### src/rtl/rx_sync_ctrl.sv
// rx_sync_ctrl: symbol sync acquisition/loss tracking for the 10b-to-8b decode
// path, gating decoder output into a registered byte stream.
module rx_sync_ctrl #(
  parameter int unsigned COMMAS_TO_SYNC  = 3,
  parameter int unsigned ERRS_TO_LOS     = 4,
  parameter int unsigned GOOD_TO_RECOVER = 4
) (
  input  logic       clk,
  input  logic       rst,
  input  logic       enb,
  input  logic [9:0] data10_in,
  input  logic [7:0] data8_in,
  input  logic       k_in,
  input  logic       code_err_in,
  output logic [7:0] data8_out,
  output logic       k_out,
  output logic       valid_out,
  output logic       comma_det,
  output logic       sync_ok,
  output logic [1:0] state_out
);

  localparam int unsigned CNT_W = 3;
  localparam logic [9:0] K28_5_RDN = 10'h17C;
  localparam logic [9:0] K28_5_RDP = 10'h283;

  typedef enum logic [1:0] {
    ST_LOS   = 2'd0,
    ST_ACQ   = 2'd1,
    ST_SYNC  = 2'd2,
    ST_CHECK = 2'd3
  } state_t;

  state_t             state_q, state_d;
  logic [CNT_W-1:0]   comma_cnt_q, comma_cnt_d;
  logic [CNT_W-1:0]   err_cnt_q, err_cnt_d;
  logic [CNT_W-1:0]   good_cnt_q, good_cnt_d;
  logic [7:0]         data8_d;
  logic               k_d;
  logic               valid_d;
  logic               comma_det_d;
  logic               is_comma;
  logic [CNT_W-1:0]   inc_cnt;
  logic [CNT_W-1:0]   dec_cnt;

  // Saturating increment shared by all symbol counters.
  function automatic logic [CNT_W-1:0] sat_inc(input logic [CNT_W-1:0] x);
    return (x == {CNT_W{1'b1}}) ? x : x + CNT_W'(1);
  endfunction

  // A coding error disqualifies a symbol from being a comma.
  assign is_comma = !code_err_in &&
                    ((data10_in == K28_5_RDN) || (data10_in == K28_5_RDP));

  // State, counters and forwarded outputs.
  always_ff @(posedge clk or negedge rst) begin
    if (!rst) begin
      state_q     <= ST_LOS;
      comma_cnt_q <= '0;
      err_cnt_q   <= '0;
      good_cnt_q  <= '0;
      data8_out   <= 8'h00;
      k_out       <= 1'b0;
      valid_out   <= 1'b0;
      comma_det   <= 1'b0;
    end else begin
      state_q     <= state_d;
      comma_cnt_q <= comma_cnt_d;
      err_cnt_q   <= err_cnt_d;
      good_cnt_q  <= good_cnt_d;
      data8_out   <= data8_d;
      k_out       <= k_d;
      valid_out   <= valid_d;
      comma_det   <= comma_det_d;
    end
  end

  // Next-state, counter and forwarding decisions; forwarding uses pre-update state.
  always_comb begin
    state_d     = state_q;
    comma_cnt_d = comma_cnt_q;
    err_cnt_d   = err_cnt_q;
    good_cnt_d  = good_cnt_q;
    data8_d     = data8_out;
    k_d         = k_out;
    valid_d     = 1'b0;
    comma_det_d = 1'b0;
    inc_cnt     = '0;
    dec_cnt     = '0;

    if (enb) begin
      comma_det_d = is_comma;

      if (((state_q == ST_SYNC) || (state_q == ST_CHECK)) && !code_err_in) begin
        valid_d = 1'b1;
        data8_d = data8_in;
        k_d     = k_in | is_comma;
      end

      case (state_q)
        ST_LOS: begin
          if (is_comma) begin
            comma_cnt_d = CNT_W'(1);
            state_d     = (COMMAS_TO_SYNC == 1) ? ST_SYNC : ST_ACQ;
          end else begin
            comma_cnt_d = '0;
          end
        end
        ST_ACQ: begin
          if (code_err_in) begin
            state_d     = ST_LOS;
            comma_cnt_d = '0;
          end else if (is_comma) begin
            inc_cnt = sat_inc(comma_cnt_q);
            if (inc_cnt >= CNT_W'(COMMAS_TO_SYNC)) begin
              state_d     = ST_SYNC;
              comma_cnt_d = '0;
            end else begin
              comma_cnt_d = inc_cnt;
            end
          end
        end
        ST_SYNC: begin
          if (code_err_in) begin
            state_d    = ST_CHECK;
            err_cnt_d  = CNT_W'(1);
            good_cnt_d = '0;
          end
        end
        ST_CHECK: begin
          if (code_err_in) begin
            inc_cnt    = sat_inc(err_cnt_q);
            good_cnt_d = '0;
            if (inc_cnt == CNT_W'(ERRS_TO_LOS)) begin
              state_d     = ST_LOS;
              comma_cnt_d = '0;
              err_cnt_d   = '0;
            end else begin
              err_cnt_d = inc_cnt;
            end
          end else begin
            inc_cnt = sat_inc(good_cnt_q);
            if (inc_cnt == CNT_W'(GOOD_TO_RECOVER)) begin
              dec_cnt    = err_cnt_q - CNT_W'(1);
              err_cnt_d  = dec_cnt;
              good_cnt_d = '0;
              if (dec_cnt == '0) begin
                state_d = ST_SYNC;
              end
            end else begin
              good_cnt_d = inc_cnt;
            end
          end
        end
        default: state_d = ST_LOS;
      endcase
    end
  end

  // Status is a direct decode of the state register.
  assign state_out = state_q;
  assign sync_ok   = state_q[1];

endmodule

### config.mk
export PLATFORM = sky130hd
export DESIGN_NAME = rx_sync_ctrl
export DESIGN_NICKNAME = d
export VERILOG_FILES = /design/src/rtl/rx_sync_ctrl.sv
export SDC_FILE = /design/constraint.sdc
export NUM_CORES = 1
export LEC_CHECK = 0
export CAP_MARGIN = 0
export CORE_MARGIN = 3
export CORE_UTILIZATION = 51
export DETAILED_ROUTE_END_ITERATION = 8
export PLACE_DENSITY = 0.87
export SKIP_LAST_GASP = 1
export SYNTH_ARGS = -nofsm -noshare
export SYNTH_HDL_FRONTEND = slang
export SYNTH_SLANG_ARGS = --single-unit
### constraint.sdc
create_clock -name clk -period 3.6 [get_ports clk]
set_clock_uncertainty 0.15 [all_clocks]
set_input_delay 0.9 -clock clk [delete_from_list [all_inputs] [get_ports clk]]
set_output_delay 0.9 -clock clk [all_outputs]
set_load 0.005 [all_outputs]
==> Word level (Yosys, flattened, before mapping) <==
Index checks and enable logic that the tools add are counted.
{ "word_totals": {"regBits": 22, "latch_bits": 0, "ramBits": 0, "romBits": 0, "in_bits": 23, "out_inout_bits": 14, "word_cells": 79, "memories": 0} }
{ "classes": {"n_addsub": 4, "mul": 0, "n_div": 0, "n_lt_le_gt_ge": 1, "eq_ne": 19, "shift": 0, "muxes": 32, "n_bitwise": 1, "n_reduce_logical": 14} }
{ "op_table": {"columns": ["op", "count"], "rows": [
  ["3-bit two-way mux", 15],
  ["2-bit two-way mux", 9],
  ["3-bit equality test, second input constant", 5],
  ["3-bit case mux with 2 select lines", 2],
  ["10-bit equality test, second input constant", 1],
  ["10-bit by 9-bit equality test with 1-bit output, second input constant", 1],
  ["3-bit by 1-bit adder with 3-bit output, second input constant", 3],
  ["3-bit by 2-bit != test with 1-bit output, second input constant", 3],
  ["3-bit case mux with 3 select lines", 1],
  ["2-bit case mux with 4 select lines", 1],
  ["8-bit AND reduction", 1],
  ["2-bit != test, second input constant", 3],
  ["3-bit != test, second input constant", 2],
  ["5-bit AND reduction", 1],
  ["2-bit equality test, second input constant", 2],
  ["1-bit two-way mux", 4],
  ["4-bit AND reduction", 1],
  ["3-bit by 2-bit greater-or-equal comparator with 1-bit output, second input constant", 1],
  ["3-bit logical NOT", 1],
  ["3-bit AND reduction", 1],
  ["3-bit nonzero test", 1],
  ["3-bit by 1-bit subtractor with 3-bit output, second input constant", 1],
  ["2-bit by 1-bit equality test with 1-bit output, second input constant", 1],
  ["1-bit logical AND", 2],
  ["other kinds (7)", 8]
]} }

==> Depth between registers and ports, before layout <==
Gate-level depths: netlist of run 1.
{ "logic_depth": {"depth_word": 7, "mapped_depth": 7, "mapped_depth_nobuf": 7} }

==> Worst setup path after synthesis of run 1 <==
No wires, ideal clock.
{ "synth_path": {"path_kind": "input port to flip-flop", "from": "input data10_in[5]", "to": "register comma_cnt_q[1]", "setup_ns": 0.125, "arrival_time_ns": 2.172, "required_ns": 3.325, "slack_ns": 1.153, "cell_stages": 5, "n_path_buf": 0, "cell_sequence": "nor4b_2 > nand3b_1 > o41ai_4 > a31oi_2 > mux2_4"} }
{ "synth_between": {"elab_chain_cells": 5, "elab_cells_between_ends": 6, "classes_between": "3 x eq/ne; 3 x reduce/logical"} }
{ "synth_rtl": {"columns": ["element", "line", "rtl"], "rows": [
  ["start: declaration", "11", "input logic [9:0] data10_in,"],
  ["10-bit by 9-bit equality test with 1-bit output / 10-bit equality test (equally long branches)", "53", "((data10_in == K28_5_RDN) || (data10_in == K28_5_RDP));"],
  ["1-bit logical OR *", "53", null],
  ["1-bit logical AND *", "52", "assign is_comma = !code_err_in &&"],
  ["3-bit != test (no source line) *", null, null],
  ["5-bit AND reduction (no source line) *", null, null],
  ["end signal: assignment", "68", "comma_cnt_q <= comma_cnt_d;"],
  ["end: declaration", "35", "logic [CNT_W-1:0] comma_cnt_q, comma_cnt_d;"]
]} }
Mark *: on every way between the ends. The rest lies on a longest branch, timed or not.
A chain may end at the register's enable or synchronous reset.

==> Worst setup path in the final report of run 1 <==
Same ends and word-level chain as after synthesis.

==> impl_metrics.json, run 1 <==
{
  "wl_per_cell_um": 15.3,
  "dieArea_um2": 3260,
  "grt_pass1_wl_um": 5510,
  "period_share": 0.756,
  "initial_core_util": 0.570,
  "routed_wl_um": 3220,
  "dr.pass1.iters": 5,
  "hp-start": "data8_out[1]",
  "whs_ps": 337,
  "track_usage": 0.211,
  "rr_worst_depth": 7,
  "grt_max_degree": 23,
  "grt_pass1_vias": 1192,
  "ys_top_cells_by_count": "nand2_1, dfrtp_1, o21ai_0",
  "fp-row-count": 17,
  "cts.sinks": 22,
  "gp_congestion": 0.878,
  "yosys.cell_types.count": 43,
  "ioPinCount": 37,
  "h-tree-depth": 1,
  "clockRootBuffer": "clkbuf_4",
  "setup_viol": 0,
  "end_kind": "flip-flop",
  "yosysTopAreaCellShare": 0.413,
  "crit_type": "in -> reg",
  "fmax_mhz": 367,
  "insertedDiodeCount": 0,
  "multi_input_area_um2": 736,
  "hold_class": "reg -> reg",
  "drt_iter0_markers": 41,
  "drv_slew": 0,
  "async_reset_ff_frac": 1.00,
  "syn-cell-area_um2": 1330,
  "min_to": "data8_out[1]",
  "layout_setup_ws_ps": 878,
  "antenna_found_initial": 0,
  "core_area_um2": 2340,
  "slowest_delay_ps": 490,
  "place_ws_ps": 580,
  "ir_drop_mv": 0.363,
  "syn_avg_cell_area_um2": 9.06,
  "vias": 1219,
  "r2r_end": "comma_cnt_q[1]",
  "yosysTopAreaCell": "dfrtp_1",
  "clk_pin_slew_ps": 120,
  "io_buffers": 36,
  "nets": 211,
  "placed_area_um2": 1700,
  "max_slew_margin": 0.326,
  "die_w_um": 57.1,
  "cts_tree": "done",
  "tightest_slew_ps": 1010,
  "synth_edf_count": 0,
  "r2r_slack_ps": 1220,
  "ys_ff_latch": 22,
  "dp_hpwl_um": 2480,
  "cts.path.max_buffers": 2,
  "synth_nets": 175,
  "n_fill_cell": 172,
  "design_area_um2": 1740,
  "outcome": "completed",
  "syn2layout_area_growth_pct": 30.6,
  "regArea_um2": 551,
  "finalCriticalPeriod_ps": 2720,
  "drc_errors": 0,
  "worst_ep_arrival_time_ps": 2780,
  "cp_max_fo": 7,
  "cts_buffers": 3,
  "leakage_nw": 0.794,
  "fin_total_pwr_mw": 0.854,
  "slowest_stage": "o41ai_4",
  "drtAntennaViolNets": 0,
  "rr_startpoint": "err_cnt_q[0]",
  "insertion_delay_ps": 310,
  "tns_ps": 0,
  "finalHoldViolCount": 0,
  "cts_resized": 0,
  "drive_above_1_share": 0.0714,
  "p_per_area_nw_per_um2": 491,
  "synth-seq-area-share": 0.413,
  "ys.flop_type": "dfrtp_1",
  "rsz0062_at_grt": "false",
  "die_y_um": 57.1,
  "cp.required_ps": 3660,
  "synth_most_common_cell": "nand2_1",
  "post_cts_buffers": 0,
  "synth_cells": 147,
  "cp-start-kind": "primary input",
  "crit_chain": "clkdlybuf4s50_1 -> nor4b_2 -> nand3b_1 -> o41ai_4 -> a31oi_2 -> mux2_4",
  "grt_overflow": 0,
  "whs_path_depth": 2,
  "max-cap-violations": 0,
  "netlist_top_cells_area": "dfrtp_1, nand2_1, ha_1",
  "viasPerCell": 5.80,
  "cts_hold_repair.buffers": 0,
  "yosysWarnings": 0
}
## cell families (layout without fill, tap and decap cells)
logic type / count (synthesis) / in the layout / synth area share
xor+xnor: 1 / 1 / 0.00657
mux: 1 / 1 / 0.0113
simple gates: 74 / 74 / 0.294
fa+ha+maj: 5 / 5 / 0.0469
compound gates: 33 / 33 / 0.193
flops: 22 / 22 / 0.413
buf+inv: 11 / 46 / 0.0347
## registers in the layout, summed over array words and instances (netlist names), named ones only
register / flops
comma_cnt_q: 3
comma_det: 1
data8_out: 8
err_cnt_q: 3
good_cnt_q: 3
k_out: 1
state_out: 1
valid_out: 1
## metrics by stage
stage | cells | util
floorplan | 147 | -
global placement | 206 | 0.728
detailed placement | 206 | 0.728
CTS | 210 | 0.744
global route | 210 | 0.744
finish | 210 | 0.744
## layer usage
layer / GRT usage / up-vias / part of all wire
li1: - / 600 / -
met1: 0.265 / 582 / 0.43
met2: 0.378 / 37 / 0.51
met3: 0.0543 / 0 / 0.055
met4: 0.0199 / 0 / 0
met5: 0 / - / 0
## cell usage in the layout (no fill, tap or decap), types with 3 or more instances in the layout
cell type and n:
nand4_1 3, o21ai_0 12, nand2_1 36, inv_1 5, nor4bb_1 4, clkbuf_4 3
o21a_1 3, nand2b_1 4, clkdlybuf4s50_1 36, nor3b_1 4, dfrtp_1 22, nor2_1 7
ha_1 5
## critical path, delay by kind of cell
family,cells,cell delay [ps]
AOI/OAI and AO/OA,2,670
buffers and inverters,1,440
and+or+nand+nor,2,440
muxes,1,320
## area by class of cell
| cell class | count | area share |
|---|---|---|
| multi-input combinational | 114 | 0.423 |
| sequential | 22 | 0.316 |
| timing repair buffer | 36 | 0.207 |
| clock buffer | 4 | 0.0208 |
| tap | 28 | 0.0201 |
| inverter | 6 | 0.0129 |
## worst max-delay path by stage
stage | start | end | cells past startpoint
2_1_floorplan | data10_in[5] | comma_cnt_q[1] | 5
3_3_place_gp | data10_in[5] | comma_cnt_q[1] | 6
3_5_place_dp | data10_in[5] | comma_cnt_q[1] | 6
4_1_cts | data10_in[5] | comma_cnt_q[1] | 6
5_1_grt | code_err_in | err_cnt_q[0] | 6
6_report | data10_in[5] | comma_cnt_q[1] | 6
## where the power goes
part / switching (mW) / internal (mW) / total, mW / leakage, nW
logic: 0.174 / 0.180 / 0.354 / 0.497
registers: 0.0673 / 0.297 / 0.364 / 0.277
clock network: 0.0740 / 0.0617 / 0.136 / 0.0210
total: 0.316 / 0.538 / 0.854 / 0.794
Power figures use the tool's default switching activity.
==> run 2: changes to the inputs <==
--- a/config.mk
+++ b/config.mk
@@ -7,9 +7,9 @@
 export LEC_CHECK = 0
 export CAP_MARGIN = 0
 export CORE_MARGIN = 3
-export CORE_UTILIZATION = 51
+export CORE_UTILIZATION = 43
 export DETAILED_ROUTE_END_ITERATION = 8
-export PLACE_DENSITY = 0.87
+export PLACE_DENSITY = 0.79
 export SKIP_LAST_GASP = 1
 export SYNTH_ARGS = -nofsm -noshare
 export SYNTH_HDL_FRONTEND = slang
==> constraint.sdc (replaced) <==
create_clock -name clk -period 2.5 [get_ports clk]
set_clock_uncertainty 0.15 [all_clocks]
set_input_delay 0.625 -clock clk [delete_from_list [all_inputs] [get_ports clk]]
set_output_delay 0.625 -clock clk [all_outputs]
set_load 0.005 [all_outputs]
==> impl_metrics.json, run 2 (synthesized netlist as in run 1, its figures left out) <==
{
  "drive_above_1_share": 0.120,
  "cp.required_ps": 2570,
  "r2r_slack_ps": 120,
  "use_met1": 0.222,
  "regArea_um2": 551,
  "end_kind": "flip-flop",
  "insertion_delay_ps": 320,
  "min_to": "data8_out[7]",
  "viasPerCell": 5.65,
  "clk_pin_slew_ps": 140,
  "antenna_found_initial": 0,
  "fmax_mhz": 420,
  "period_share": 0.952,
  "routed_wl_um": 3440,
  "ir_drop_mv": 0.410,
  "drt_iter0_markers": 46,
  "hp-start": "data8_out[7]",
  "hold_class": "reg -> reg",
  "tightest_slew_ps": 491,
  "setup_viol": 0,
  "crit_type": "reg -> reg",
  "die_y_um": 61.7,
  "grt_pass1_vias": 1221,
  "dr.pass1.iters": 4,
  "worst_ep_arrival_time_ps": 2450,
  "post-route-util": 0.643,
  "insertedDiodeCount": 0,
  "nets": 221,
  "layout_common_cells": "nand2_1, clkdlybuf4s50_1, dfrtp_1",
  "syn2layout_area_growth_pct": 37.7,
  "initial_core_util": 0.467,
  "wl_per_cell_um": 15.4,
  "fp-row-count": 19,
  "drc_errors": 0,
  "fin_total_pwr_mw": 1.34,
  "grtUsageMet3": 0.0210,
  "grt_max_degree": 23,
  "multi_input_area_um2": 736,
  "cts_tree": "done",
  "cp-start-kind": "flip-flop",
  "p_per_area_nw_per_um2": 732,
  "io_buffers": 36,
  "die_w_um": 61.7,
  "top_usage_layer": "met2",
  "drtAntennaViolNets": 0,
  "cts.sinks": 22,
  "whs_path_depth": 2,
  "whs_ps": 341,
  "vias": 1260,
  "dieArea_um2": 3800,
  "design_area_um2": 1840,
  "outcome": "completed",
  "drv_slew": 0,
  "cts_resized": 0,
  "r2r_end": "comma_cnt_q[1]",
  "n_fill_cell": 247,
  "gp_congestion": 0.755,
  "post_cts_buffers": 0,
  "core_area_um2": 2850,
  "finalHoldViolCount": 0,
  "cts.path.max_buffers": 2,
  "h-tree-depth": 1,
  "ioPinCount": 37,
  "tns_ps": 0,
  "dp_hpwl_um": 2550,
  "rsz0062_at_grt": "false",
  "cts_hold_repair.buffers": 0,
  "leakage_nw": 0.849,
  "clockRootBuffer": "clkbuf_4",
  "cts_buffers": 3,
  "met2_usage": 0.341,
  "rr_worst_depth": 7,
  "max_slew_margin": 0.670,
  "regMostFlops": "data8_out",
  "placed_area_um2": 1780,
  "cp_max_fo": 8,
  "grt_pass1_wl_um": 5240,
  "rr_startpoint": "err_cnt_q[0]",
  "largest_reg_flops": 8,
  "finalCriticalPeriod_ps": 2380,
  "max-cap-violations": 0,
  "track_usage": 0.184,
  "grt_overflow": 0
}
[run 2: cell types whose count changed in the layout (fill, tap and decap cells not counted)]
cell,before,now
clkbuf_8,1,0
buf_4,0,10
bufinv_16,0,1
[run 2: metrics by stage]
stage               setup slack (ps)  cells
global placement               -53.2    219
finish                           120    223
CTS                              137    223
global route                    30.1    223
detailed placement             -72.9    219
floorplan                        328    147
[run 2: layout make-up]
class                   instances  share of cell area
inverters                       6              0.0123
well taps                      31              0.0211
clock buffers                   3              0.0123
repair buffers                 46               0.237
clock inverters                 1              0.0164
multi-input cells             114               0.401
flip-flops and latches         22               0.300
[run 2: layer usage]
| metal | vias to the layer above | part of all wire |
|---|---|---|
| met5 | - | 0 |
| met2 | 21 | 0.50 |
| li1 | 621 | - |
| met1 | 614 | 0.46 |
| met3 | 4 | 0.029 |
| met4 | 0 | 0.0070 |
[run 2: worst max path at each step]
stage          cells past startpoint        endpoint  slack (ps)    startpoint
4_1_cts                            7  comma_cnt_q[1]         140  err_cnt_q[0]
5_1_grt                            7  comma_cnt_q[1]          30  err_cnt_q[0]
3_3_place_gp                       6  comma_cnt_q[1]         -50  data10_in[5]
2_1_floorplan                      5  comma_cnt_q[1]         330  data10_in[5]
6_report                           7  comma_cnt_q[1]         120  err_cnt_q[0]
3_5_place_dp                       6  comma_cnt_q[1]         -70  data10_in[5]
[run 2: worst max-delay path: stages (launching register included)]
cell	delay (ps)
dfrtp_1	490
inv_1	90
ha_1	370
nor3b_1	90
a211o_1	340
a21bo_2	220
a31oi_2	210
mux2_4	320
[run 2: power breakdown]
group	switching [mW]	total, mW	internal (mW)
Sequential	0.0961	0.523	0.427
Clock	0.121	0.283	0.162
Combinational	0.259	0.537	0.278
